`config.mk`:
```
export PLATFORM = sky130hd
export DESIGN_NAME = div_sequencer
export DESIGN_NICKNAME = d
export VERILOG_FILES = /design/src/rtl/div_sequencer_pkg.sv /design/src/rtl/div_sequencer_div_step.sv /design/src/rtl/div_sequencer.sv
export SDC_FILE = /design/constraint.sdc
export NUM_CORES = 1
export LEC_CHECK = 0
export ABC_AREA = 1
export CORE_AREA = 2 2 160 162
export CTS_CLUSTER_DIAMETER = 40
export DETAILED_ROUTE_END_ITERATION = 7
export DIE_AREA = 0 0 162 164
export DONT_BUFFER_PORTS = 1
export GPL_TIMING_DRIVEN = 0
export PLACE_DENSITY = 0.7
export SLEW_MARGIN = 20
export SYNTH_ARGS = -nofsm -noshare
export SYNTH_HDL_FRONTEND = slang
export SYNTH_HIERARCHICAL = 1
export SYNTH_SLANG_ARGS = --single-unit
```
`constraint.sdc`:
```
create_clock -name clock -period 5.33 [get_ports clock]
set_clock_uncertainty 0.2 [all_clocks]
set_input_delay 0.533 -clock clock [delete_from_list [all_inputs] [get_ports clock]]
set_output_delay 0.533 -clock clock [all_outputs]
set_load 0.05 [all_outputs]
```
`src/rtl/div_sequencer_pkg.sv`:
```
// div_sequencer_pkg: shared definitions for the DIV/HI/LO sequencer.
//   - DivWidth    : default operand/quotient/remainder width.
//   - div_state_e : sequencer state encoding (Idle=0, Calc=1, Fixup=2).
package div_sequencer_pkg;

    localparam int unsigned DivWidth = 32;

    typedef enum logic [1:0] {
        DivIdle  = 2'd0,
        DivCalc  = 2'd1,
        DivFixup = 2'd2
    } div_state_e;

endpackage

```
`src/rtl/div_sequencer_div_step.sv`:
```
// div_sequencer_div_step: one combinational radix-2 restoring-divide iteration.
// Shifts {rem, quo} left by one, trial-subtracts the divisor magnitude from the
// widened remainder and records the outcome in the quotient LSB.
// Ports:
//   rem_i / quo_i : current partial remainder and quotient/dividend shift reg
//   dvs_i         : divisor magnitude
//   rem_o / quo_o : values after this iteration
module div_sequencer_div_step #(
    parameter int unsigned WIDTH = 32
) (
    input  logic [WIDTH-1:0] rem_i,
    input  logic [WIDTH-1:0] quo_i,
    input  logic [WIDTH-1:0] dvs_i,
    output logic [WIDTH-1:0] rem_o,
    output logic [WIDTH-1:0] quo_o
);

    logic [WIDTH:0]   shifted;
    logic [WIDTH-1:0] diff;
    logic             ge;

    always_comb begin
        shifted = {rem_i, quo_i[WIDTH-1]};
        // Compare at WIDTH+1 bits so a 2^(WIDTH-1) or larger divisor is exact.
        ge      = (shifted >= {1'b0, dvs_i});
        // When ge holds the true difference is below dvs_i, so WIDTH bits suffice.
        diff    = shifted[WIDTH-1:0] - dvs_i;
        rem_o   = ge ? diff : shifted[WIDTH-1:0];
        quo_o   = {quo_i[WIDTH-2:0], ge};
    end

endmodule

```
`src/rtl/div_sequencer.sv`:
```
// div_sequencer: multi-cycle DIV sequencer owning the HI/LO register pair.
// Runs a restoring divide (one quotient bit per cycle), sign-corrects, then
// commits LO = quotient, HI = remainder. Produces the decode stall for
// MFHI/MFLO/DIV while a divide is in flight.
// Optional build macro: DIV_UNSIGNED_EN adds div_unsigned (DIVU support).
// Ports:
//   clock, reset_n            : clock, async active-low reset
//   div_start                 : execute-stage DIV strobe
//   div_unsigned              : (DIV_UNSIGNED_EN only) treat operands as unsigned
//   dividend, divisor         : execute-stage rs/rt operands
//   is_mf_hi_d/is_mf_lo_d/has_div_d : decode-stage hazard sources
//   stall_d                   : fetch/decode stall
//   busy                      : divide in flight
//   hi, lo                    : HI/LO registers
module div_sequencer
    import div_sequencer_pkg::*;
#(
    parameter int unsigned WIDTH = DivWidth,
    parameter int unsigned CNT_W = 6
) (
    input  logic             clock,
    input  logic             reset_n,
    input  logic             div_start,
`ifdef DIV_UNSIGNED_EN
    input  logic             div_unsigned,
`endif
    input  logic [WIDTH-1:0] dividend,
    input  logic [WIDTH-1:0] divisor,
    input  logic             is_mf_hi_d,
    input  logic             is_mf_lo_d,
    input  logic             has_div_d,
    output logic             stall_d,
    output logic             busy,
    output logic [WIDTH-1:0] hi,
    output logic [WIDTH-1:0] lo
);

    div_state_e       state_q, state_d;
    logic [CNT_W-1:0] count_q, count_d;
    logic [WIDTH-1:0] rem_q, rem_d;
    logic [WIDTH-1:0] quo_q, quo_d;
    logic [WIDTH-1:0] dvs_q, dvs_d;
    logic             dvd_neg_q, dvd_neg_d;
    logic             quo_neg_q, quo_neg_d;
    logic             div0_q, div0_d;
    logic [WIDTH-1:0] hi_q, hi_d;
    logic [WIDTH-1:0] lo_q, lo_d;

    logic             dvd_sign;
    logic             dvs_sign;
    logic [WIDTH-1:0] step_rem;
    logic [WIDTH-1:0] step_quo;

`ifdef DIV_UNSIGNED_EN
    assign dvd_sign = dividend[WIDTH-1] & ~div_unsigned;
    assign dvs_sign = divisor[WIDTH-1] & ~div_unsigned;
`else
    assign dvd_sign = dividend[WIDTH-1];
    assign dvs_sign = divisor[WIDTH-1];
`endif

    div_sequencer_div_step #(
        .WIDTH (WIDTH)
    ) u_step (
        .rem_i (rem_q),
        .quo_i (quo_q),
        .dvs_i (dvs_q),
        .rem_o (step_rem),
        .quo_o (step_quo)
    );

    always_comb begin
        state_d   = state_q;
        count_d   = count_q;
        rem_d     = rem_q;
        quo_d     = quo_q;
        dvs_d     = dvs_q;
        dvd_neg_d = dvd_neg_q;
        quo_neg_d = quo_neg_q;
        div0_d    = div0_q;
        hi_d      = hi_q;
        lo_d      = lo_q;

        unique case (state_q)
            DivIdle: begin
                if (div_start) begin
                    dvd_neg_d = dvd_sign;
                    quo_neg_d = dvd_sign ^ dvs_sign;
                    quo_d     = dvd_sign ? -dividend : dividend;
                    dvs_d     = dvs_sign ? -divisor : divisor;
                    div0_d    = (divisor == '0);
                    rem_d     = '0;
                    count_d   = '0;
                    state_d   = DivCalc;
                end
            end
            DivCalc: begin
                rem_d   = step_rem;
                quo_d   = step_quo;
                count_d = count_q + CNT_W'(1);
                if (count_q == CNT_W'(WIDTH - 1)) begin
                    state_d = DivFixup;
                end
            end
            DivFixup: begin
                lo_d = div0_q ? '1 : (quo_neg_q ? -quo_q : quo_q);
                // With a zero divisor every trial subtract succeeds, so rem ends
                // as |dividend| and the sign fix-up restores the original dividend.
                hi_d    = dvd_neg_q ? -rem_q : rem_q;
                state_d = DivIdle;
            end
            default: begin
                state_d = DivIdle;
            end
        endcase
    end

    always_ff @(posedge clock or negedge reset_n) begin
        if (!reset_n) begin
            state_q   <= DivIdle;
            count_q   <= '0;
            rem_q     <= '0;
            quo_q     <= '0;
            dvs_q     <= '0;
            dvd_neg_q <= 1'b0;
            quo_neg_q <= 1'b0;
            div0_q    <= 1'b0;
            hi_q      <= '0;
            lo_q      <= '0;
        end else begin
            state_q   <= state_d;
            count_q   <= count_d;
            rem_q     <= rem_d;
            quo_q     <= quo_d;
            dvs_q     <= dvs_d;
            dvd_neg_q <= dvd_neg_d;
            quo_neg_q <= quo_neg_d;
            div0_q    <= div0_d;
            hi_q      <= hi_d;
            lo_q      <= lo_d;
        end
    end

    assign busy    = (state_q != DivIdle);
    // div_start term catches a dependent instruction right behind a DIV in execute.
    assign stall_d = (busy | div_start) & (is_mf_hi_d | is_mf_lo_d | has_div_d);
    assign hi      = hi_q;
    assign lo      = lo_q;

endmodule

```
==> impl_metrics.env, run 1 <==
export IMPL_design_area_sq_mm=0.0146
export IMPL_ys_flop_type="dfrtp_1"
export IMPL_status="finished clean"
export IMPL_synth_seq_cells=171
export IMPL_yosysWarningCount=6
export IMPL_async_flop_share_pct=100
export IMPL_yosysMostFrequentCell="nand2_1"
export IMPL_drtPass1Iterations=6
export IMPL_antenna_found_initial=0
export IMPL_synth_edf_count=0
export IMPL_track_usage_pct=33.3
export IMPL_period_minus_slack_ns=2.85
export IMPL_tns_ns=0
export IMPL_rsz0062_at_grt="no"
export IMPL_drive_gt1_share_pct=8.79
export IMPL_critPathMaxStageDelay_ns=0.50
export IMPL_synthDominantCellAreaShare_pct=31.7
export IMPL_die_h_um=164
export IMPL_drt_initial_drc_count=1337
export IMPL_clk_latency_ns=0.44
export IMPL_synthCells=2083
export IMPL_post_dp_cell_area_sq_mm=0.0139
export IMPL_syn_to_final_growth_pct=8.01
export IMPL_cp_common_cell="nand2_1"
export IMPL_start_util_pct=54.4
export IMPL_crit_cells=13
export IMPL_cts_sinks=171
export IMPL_final_period_utilization_pct=53.5
export IMPL_vdd_drop_max_mv=0.293
export IMPL_grt_first_pass_wirelength_um=68100
export IMPL_core_sq_mm=0.0248
export IMPL_hp_class="in -> reg"
export IMPL_finish_utilization_pct=58.8
export IMPL_grt_pass1_vias=12600
export IMPL_synth_common_cells="nand2_1, inv_1, nand3_1"
export IMPL_path_buf_inv=2
export IMPL_yosys_top_cells_area="dfrtp_1, nand2_1, inv_1, nand3_1, nor2_1"
export IMPL_met1_usage_pct=46.0
export IMPL_pin_count=136
export IMPL_htreeDepth=4
export IMPL_crit_type="reg -> reg"
export IMPL_mappedNetlistArea_sq_mm=0.0135
export IMPL_grt_busiest_layer="met2"
export IMPL_worstMarginPinSlew_ns=0.942
export IMPL_portBuffers=0
export IMPL_grt_use_met3_pct=6.11
export IMPL_power_density_mw_per_mm2=752
export IMPL_fin_ws_ns=2.48
export IMPL_crit_fanout=4
export IMPL_finalHoldViolCount=0
export IMPL_path_clk_slew_ns=0.08
export IMPL_cts_tree="built"
export IMPL_rows=58
export IMPL_leakage_nw=7.59
export IMPL_dr_total_vias=13500
export IMPL_clock_fmax_ghz=0.351
export IMPL_numCtsBuffers=17
export IMPL_drv_slew=0
export IMPL_startpoint_type="register"
export IMPL_synth_nets=2191
export IMPL_drc=0
export IMPL_crit_path_top_delay_cell="dfrtp_1"
export IMPL_relSlewSlack_pct=37.2
export IMPL_post_drt_wl_per_cell_um=18.0
export IMPL_setup_violations=0
export IMPL_wirelength_um=44000
export IMPL_yosys_area_top_type="dfrtp_1"
export IMPL_ff2ff_path_depth=13
export IMPL_die_area_sq_mm=0.0266
export IMPL_ys_seq_area_share_pct=31.7
export IMPL_die_w_um=162
export IMPL_drv_cap=0
export IMPL_postCtsSetupRepairBufs=0
export IMPL_num_antenna_cells=0
export IMPL_dp_slack_ns=2.51
export IMPL_gp_congestion=1.01
export IMPL_grtUsageMet2_pct=54.0
export IMPL_gr_total_overflow=0
export IMPL_via_per_inst=5.52
export IMPL_crit_chain="inv_1 -> ha_1 -> fa_1 -> inv_1 -> nand3_1 -> nand3_1 -> nand3_1 -> nand2_1 -> xor2_1 -> nand2_1 -> nand2_1 -> nand2_1 -> o21ai_0"
export IMPL_grt_max_degree=172
export IMPL_cts_buffer_depth=2
export IMPL_whs_path_depth=2
export IMPL_cp_end_kind="register"
export IMPL_synth_cell_types=47
export IMPL_syn_avg_cell_area_sq_um=6.48
export IMPL_num_nets_final=2212
export IMPL_cp_top_family="simple AND/OR/NAND/NOR gates"
export IMPL_arrival_ns=3.01
export IMPL_place_detailed_hpwl_um=35100
export IMPL_crit_required_ns=5.49
export IMPL_clock_root_buffer="clkbuf_16"
export IMPL_ant_nets=0
==> path summary, 6_finish.rpt <==
kind,from,to,slack (ns)
max,quo_q[31]$_DFFE_PN0P_,rem_q[12]$_DFFE_PN0P_,2.48
min,dividend[18],quo_q[18]$_DFFE_PN0P_,0.04
max reg2reg,quo_q[31]$_DFFE_PN0P_,rem_q[12]$_DFFE_PN0P_,2.48
min reg2reg,dvs_q[29]$_DFFE_PN0P_,dvs_q[29]$_DFFE_PN0P_,0.28
max in group asynchronous,reset_n,rem_q[27]$_DFFE_PN0P_,3.63
min in group asynchronous,reset_n,dvs_q[13]$_DFFE_PN0P_,0.57
==> where the power goes <==
group | internal (mW) | total (mW) | leakage [nW] | switching [mW]
registers | 1.86 | 3.07 | 1.97 | 1.21
clock network | 0.692 | 1.34 | 0.307 | 0.647
logic | 2.33 | 6.56 | 5.31 | 4.24
==> layout by cell type (no fill, tap or decap), types with 34 or more instances in the layout <==
| cell type | synthesis | layout |
|---|---|---|
| a21oi_1 | 46 | 46 |
| buf_4 | 34 | 34 |
| dfrtp_1 | 171 | 171 |
| ha_1 | 37 | 37 |
| inv_1 | 293 | 293 |
| nand2_1 | 667 | 667 |
| nand3_1 | 203 | 203 |
| nor2_1 | 183 | 183 |
| o21ai_0 | 105 | 105 |
| xor2_1 | 50 | 50 |
==> registers in the layout (all words and copies together), names as in the netlist, 2 cells and up <==
signal,cells
lo,32
quo_q,32
rem_q,32
count_q,6
state_q,2
dvs_q,32
hi,32
==> worst register-to-register path, cell delays in order (launching register included) <==
cell     delay [ns]
dfrtp_1        0.50
inv_1          0.12
ha_1           0.24
fa_1           0.41
inv_1          0.14
nand3_1        0.08
nand3_1        0.19
nand3_1        0.10
nand2_1        0.19
xor2_1         0.31
nand2_1        0.09
nand2_1        0.07
nand2_1        0.05
o21ai_0        0.09
==> layout make-up <==
type	instances	area, sq um
Fill cell	2532	10200
Timing Repair Buffer	2	37.5
Sequential cell	171	4280
Tap cell	330	413
Multi-Input combinational cell	1517	7520
Buffer	92	568
Clock inverter	15	205
Clock buffer	17	425
Inverter	303	1140
==> through the flow <==
step	total power, mW	hold WS [ns]	cells
2_1_floorplan	7.71	0.0374	2083
3_3_place_gp	9.37	0.0426	2413
3_5_place_dp	9.48	0.0438	2413
4_1_cts	10.9	0.00219	2446
5_1_grt	11.9	0.0380	2447
6_report	11.0	0.0443	2447
==> cell families after synthesis <==
group	synth area share [%]
XOR/XNOR	3.89
AND/OR/NAND/NOR	38.5
buffers and inverters	12.6
adder cells (fa/ha/maj)	3.58
AO/OA/AOI/OAI	9.70
flip-flops	31.7
==> routing by layer <==
metal,up-vias,wire length [um]
li1,6628,-
met1,6296,19400
met2,515,19900
met3,58,3610
met4,0,1010
met5,-,0
==> repair_timing <==
item / 4_1_cts / 5_1_grt
hold buffers: 1 / 1
endpoints found under the hold margin: 171 / 5
gates resized for setup: 0 / 0
(Power assumes the default switching activity.)
==> run 2: changes to the inputs <==
==> constraint.sdc (replaced) <==
create_clock -name clock -period 2.7 [get_ports clock]
set_clock_uncertainty 0.2 [all_clocks]
set_input_delay 0.27 -clock clock [delete_from_list [all_inputs] [get_ports clock]]
set_output_delay 0.27 -clock clock [all_outputs]
set_load 0.05 [all_outputs]
==> run 2 against run 1 <==
Global-route usage up 1.0 points. Sequential power grew 100%. Critical path type unchanged. First-iteration DRC count decreased by 1.3%. Critical endpoint is now quo_q[0]$_DFFE_PN0P_. Highest routed layer unchanged. Clock power grew 98%. Cell count up 3.0%. Register-to-register slack worse by 2.4 ns. Setup slack lost 2.4 ns. Largest power group unchanged. Routed wire length rose by 4.6%. The run now ends with negative hold slack left.
==> impl_metrics.env, run 2 (synthesis gave the netlist of run 1 again) <==
export IMPL_met1_usage_pct=46.2
export IMPL_antenna_found_initial=0
export IMPL_clock_root_buffer="clkbuf_16"
export IMPL_grt_use_met3_pct=6.77
export IMPL_pin_count=136
export IMPL_power_total_mw=22.6
export IMPL_multi_input_area_sq_mm=0.00788
export IMPL_leakage_nw=7.89
export IMPL_final_common_cell="nand2_1"
export IMPL_power_density_mw_per_mm2=1440
export IMPL_drc=0
export IMPL_gp_congestion=1.01
export IMPL_ctsHoldBuffers=72
export IMPL_crit_required_ns=2.80
export IMPL_crit_fanout=10
export IMPL_place_detailed_hpwl_um=35100
export IMPL_hp_class="in -> async"
export IMPL_final_period_utilization_pct=95.4
export IMPL_drt_initial_drc_count=1320
export IMPL_die_h_um=164
export IMPL_rsz0062_at_grt="yes"
export IMPL_dr_total_vias=14000
export IMPL_track_usage_pct=34.3
export IMPL_gr_total_overflow=0
export IMPL_vdd_drop_max_mv=0.599
export IMPL_design_area_sq_mm=0.0157
export IMPL_portBuffers=0
export IMPL_die_area_sq_mm=0.0266
export IMPL_cts_tree="built"
export IMPL_finalHoldViolCount=171
export IMPL_post_drt_wl_per_cell_um=18.2
export IMPL_arrival_ns=2.67
export IMPL_numCtsBuffers=17
export IMPL_violations="negative hold slack"
export IMPL_worstMarginPinSlew_ns=0.743
export IMPL_num_antenna_cells=0
export IMPL_drv_slew=0
export IMPL_cts_buffer_depth=2
export IMPL_rows=58
export IMPL_setup_violations=0
export IMPL_drtPass1Iterations=6
export IMPL_start_util_pct=54.4
export IMPL_via_per_inst=5.54
export IMPL_num_nets_final=2286
export IMPL_ant_nets=0
export IMPL_startpoint="dvs_q[19]$_DFFE_PN0P_"
export IMPL_mostFrequentLayoutCells="nand2_1, inv_1, nand3_1, nor2_1, dfrtp_1"
export IMPL_period_minus_slack_ns=2.57
export IMPL_tns_ns=0
export IMPL_drv_cap=0
export IMPL_dp_slack_ns=-0.119
export IMPL_die_w_um=162
export IMPL_clk_latency_ns=0.45
export IMPL_fin_ws_ns=0.125
export IMPL_path_clk_slew_ns=0.08
export IMPL_drive_gt1_share_pct=11.3
export IMPL_post_dp_cell_area_sq_mm=0.0139
export IMPL_syn_to_final_growth_pct=16.1
export IMPL_grt_pass1_vias=13100
export IMPL_nFillCells=2406
export IMPL_grt_busiest_layer="met2"
export IMPL_seqCellArea_sq_mm=0.00429
export IMPL_worst_hold_slack_ns=-0.667
export IMPL_clock_fmax_ghz=0.388
export IMPL_wirelength_um=46000
export IMPL_cts_sinks=171
export IMPL_grt_max_degree=172
export IMPL_r2r_start="dvs_q[19]$_DFFE_PN0P_"
export IMPL_relSlewSlack_pct=50.5
export IMPL_grtUsageMet2_pct=56.0
export IMPL_htreeDepth=4
export IMPL_core_sq_mm=0.0248
export IMPL_cp_end_kind="register"
export IMPL_startpoint_type="register"
export IMPL_grt_first_pass_wirelength_um=70400
export IMPL_crit_type="reg -> reg"
export IMPL_status="complete, but fails checks"
==> run 2: cell types whose count changed in the layout (fill, tap and decap cells not counted), sizes merged <==
cell,change
dlygate4sd3,+70
buf,+3
clkbuf,+1
==> run 2: power by group <==
group | internal (mW) | switching [mW] | leakage, nW | total [mW]
clock network | 1.37 | 1.28 | 0.307 | 2.65
logic | 5.18 | 8.60 | 5.62 | 13.8
registers | 3.69 | 2.47 | 1.96 | 6.16
total | 10.2 | 12.4 | 7.89 | 22.6
==> run 2: worst max-delay path, cell delays in order (launching register included) <==
cell      delay, ns
dfrtp_1        0.39
inv_1          0.17
ha_2           0.35
nand2_1        0.13
nor2_2         0.06
nand2_1        0.13
nor2_4         0.06
nand2_1        0.06
nand2_1        0.08
nor2_4         0.21
nand2_8        0.10
buf_6          0.15
buf_4          0.12
nand2_1        0.09
o221ai_1       0.12
==> run 2: final cells by class <==
cell class / instances / area share [%]
buffer: 92 / 3.66
clock buffer: 17 / 2.72
clock inverter: 15 / 1.31
inverter: 303 / 7.26
multi-input combinational: 1517 / 50.3
sequential: 171 / 27.4
tap: 330 / 2.64
timing repair buffer: 76 / 4.78
==> run 2: timing repair <==
| item | in CTS | in global routing |
|---|---|---|
| resized for setup | 6 | 67 |
| setup buffers | 0 | 5 |
| pin swaps | 0 | 6 |
| endpoints found under the setup margin | 31 | 34 |
| hold endpoints to repair | 237 | 171 |
==> run 2: layer usage <==
layer  vias up  wire, um  share of wire (%)
li1       6772         -                  -
met3        85      3660                8.0
met2       568     21100                 46
met4         0      1370                3.0
met5         -         0                  0
met1      6536     19900                 43
==> run 2: per-stage QoR <==
step           utilization, %  cells
2_1_floorplan               -   2083
3_3_place_gp             56.1   2413
3_5_place_dp             56.1   2413
4_1_cts                  61.6   2517
5_1_grt                  63.1   2521
6_report                 63.1   2521
==> run 2: worst paths after layout <==
path                                         end  slack [ns]  cells past startpoint
max                         quo_q[0]$_DFFE_PN0P_        0.13                     14
min                        rem_q[28]$_DFFE_PN0P_       -0.67                      0
max reg2reg                 quo_q[0]$_DFFE_PN0P_        0.13                     14
min reg2reg                dvs_q[29]$_DFFE_PN0P_        0.29                      2
max in group asynchronous   rem_q[8]$_DFFE_PN0P_        2.58                      0
min in group clock         dvs_q[26]$_DFFE_PN0P_        0.01                      4
==> run 3: changes to the inputs <==
--- a/config.mk
+++ b/config.mk
@@ -6,13 +6,12 @@
 export NUM_CORES = 1
 export LEC_CHECK = 0
 export ABC_AREA = 1
-export CORE_AREA = 2 2 160 162
+export CORE_AREA = 2 2 197 199
 export CTS_CLUSTER_DIAMETER = 40
 export DETAILED_ROUTE_END_ITERATION = 7
-export DIE_AREA = 0 0 162 164
+export DIE_AREA = 0 0 199 201
 export DONT_BUFFER_PORTS = 1
 export GPL_TIMING_DRIVEN = 0
-export PLACE_DENSITY = 0.7
 export SLEW_MARGIN = 20
 export SYNTH_ARGS = -nofsm -noshare
 export SYNTH_HDL_FRONTEND = slang
==> run 3 against run 2 <==
The run still ends with negative hold slack left. Largest cell class unchanged. Critical path type unchanged. Largest power group unchanged. Sequential share of layout area fell by 0.48 points. Total power rose by 1.0%. Count of clock-buffer cells in the layout did not move.
==> impl_metrics.env, run 3 (synthesis gave the netlist of run 1 again) <==
export IMPL_status="complete, but fails checks"
export IMPL_violations="negative hold slack"
export IMPL_drv_slew=0
export IMPL_via_per_inst=5.09
export IMPL_hp_class="in -> async"
export IMPL_start_util_pct=35.4
export IMPL_leakage_nw=7.91
export IMPL_design_area_sq_mm=0.0160
export IMPL_critPathMaxStageDelay_ns=0.51
export IMPL_grt_first_pass_wirelength_um=73800
export IMPL_drv_cap=0
export IMPL_setup_violations=0
export IMPL_drive_gt1_share_pct=11.4
export IMPL_drtPass1Iterations=7
export IMPL_cts_sinks=171
export IMPL_p_clk_share_pct=11.9
export IMPL_post_drt_wl_per_cell_um=17.6
export IMPL_place_detailed_hpwl_um=36900
export IMPL_clk_latency_ns=0.46
export IMPL_crit_path_top_delay_cell="dfrtp_1"
export IMPL_final_common_cell="nand2_1"
export IMPL_drc=0
export IMPL_drt_initial_drc_count=1000
export IMPL_syn_to_final_growth_pct=18.3
export IMPL_dp_slack_ns=-0.111
export IMPL_grt_use_met3_pct=4.28
export IMPL_path_clk_slew_ns=0.07
export IMPL_grt_max_degree=172
export IMPL_ant_nets=0
export IMPL_startpoint_type="register"
export IMPL_track_usage_pct=24.0
export IMPL_met1_usage_pct=31.5
export IMPL_p_sw_share_pct=54.0
export IMPL_power_density_mw_per_mm2=1430
export IMPL_worstMarginPinSlew_ns=0.748
export IMPL_cp_end_kind="register"
export IMPL_crit_required_ns=2.87
export IMPL_arrival_ns=2.75
export IMPL_crit_type="reg -> reg"
export IMPL_die_area_sq_mm=0.0400
export IMPL_portBuffers=0
export IMPL_mostFrequentLayoutCells="nand2_1, inv_1, nand3_1, nor2_1, dfrtp_1"
export IMPL_final_period_utilization_pct=95.5
export IMPL_cp_top_family="simple AND/OR/NAND/NOR gates"
export IMPL_gr_total_overflow=0
export IMPL_die_h_um=201
export IMPL_p_int_mw=10.5
export IMPL_rows=72
export IMPL_grtUsageMet2_pct=39.2
export IMPL_antenna_found_initial=1
export IMPL_post_dp_cell_area_sq_mm=0.0141
export IMPL_p_switching_mw=12.3
export IMPL_gp_congestion=0.971
export IMPL_relSlewSlack_pct=50.1
export IMPL_pwr_share_seq_pct=27.2
export IMPL_dr_total_vias=13800
export IMPL_clock_root_buffer="clkbuf_16"
export IMPL_finalHoldViolCount=171
export IMPL_numCtsBuffers=17
export IMPL_crit_chain="ha_4 -> nand2_1 -> nor2_2 -> nand2_1 -> nor2_2 -> nand2_1 -> nand2_1 -> nor2_4 -> nand2_8 -> buf_12 -> nand3_1 -> nand2_1 -> nand2_1 -> o21ai_1"
export IMPL_grt_busiest_layer="met2"
export IMPL_nFillCells=3976
export IMPL_cts_buffer_depth=2
export IMPL_pin_count=136
export IMPL_period_minus_slack_ns=2.58
export IMPL_die_w_um=199
export IMPL_cts_tree="built"
export IMPL_wirelength_um=47700
export IMPL_htreeDepth=4
export IMPL_path_buf_inv=1
export IMPL_comb_power_share_pct=60.9
export IMPL_worst_hold_slack_ns=-0.651
export IMPL_clock_fmax_ghz=0.388
export IMPL_fin_ws_ns=0.122
export IMPL_core_sq_mm=0.0381
export IMPL_crit_fanout=10
export IMPL_vdd_drop_max_mv=0.655
export IMPL_ctsHoldBuffers=74
export IMPL_grt_pass1_vias=13400
export IMPL_num_nets_final=2289
export IMPL_cp_common_cell="nand2_1"
==> run 3: cell types whose count changed in the layout (fill, tap and decap cells not counted), sizes merged <==
cell / change
diode: +1
buf: +1
clkbuf: -1
clkinvlp: +1
clkinv: -1
bufinv: +2
inv: -2
dlygate4sd3: +3
==> run 3: final cells by class <==
| cell class | count | area, sq um | area share, % |
|---|---|---|---|
| multi-input cells | 1517 | 7910 | 49.5 |
| flip-flops and latches | 171 | 4300 | 26.9 |
| inverters | 303 | 1140 | 7.12 |
| repair buffers | 79 | 778 | 4.87 |
| well taps | 518 | 648 | 4.06 |
| plain buffers | 92 | 568 | 3.56 |
| clock buffers | 17 | 425 | 2.66 |
| clock inverters | 15 | 204 | 1.28 |
| diodes | 1 | 2.50 | 0.0157 |
==> run 3: power by group through the flow <==
stage               Combinational (mW)  Sequential, mW  Clock, mW
floorplan                         9.73            5.49          0
global placement                  12.6            6.12          0
detailed placement                12.7            6.14          0
CTS                               13.0            6.12       2.75
global route                      15.6            6.33       2.85
finish                            13.9            6.20       2.72
==> run 3: metrics by stage <==
stage          cells  utilization, %  TNS [ns]  total power [mW]
2_1_floorplan   2083               -         0              15.2
3_3_place_gp    2601            37.1    -0.319              18.7
3_5_place_dp    2601            37.1    -0.520              18.9
4_1_cts         2707            40.9         0              21.9
5_1_grt         2713            41.9   -0.0219              24.8
6_report        2713            41.9         0              22.8
==> run 3: timing repair <==
| action | CTS | global route |
|---|---|---|
| resized for setup | 12 | 54 |
| gates cloned | 0 | 0 |
| endpoints found under the hold margin | 238 | 171 |
| setup buffers | 0 | 5 |
| setup endpoints to repair | 14 | 31 |
| pin swaps | 0 | 2 |
==> run 3: routing by layer <==
metal  share of wire, %  wire length, um
met1                 44            21000
met2                 46            22000
met3                6.2             2960
met4                3.6             1730
met5                  0                0
==> run 3: final timing paths <==
check | start | endpoint | slack [ns] | cells past startpoint
max | rem_q[14]$_DFFE_PN0P_ | rem_q[30]$_DFFE_PN0P_ | 0.12 | 14
min | reset_n | rem_q[29]$_DFFE_PN0P_ | -0.65 | 0
max reg2reg | rem_q[14]$_DFFE_PN0P_ | rem_q[30]$_DFFE_PN0P_ | 0.12 | 14
min reg2reg | dvs_q[26]$_DFFE_PN0P_ | dvs_q[26]$_DFFE_PN0P_ | 0.29 | 2
max in group asynchronous | reset_n | rem_q[8]$_DFFE_PN0P_ | 2.45 | 0
min in group clock | dividend[17] | quo_q[19]$_DFFE_PN0P_ | 0.02 | 6
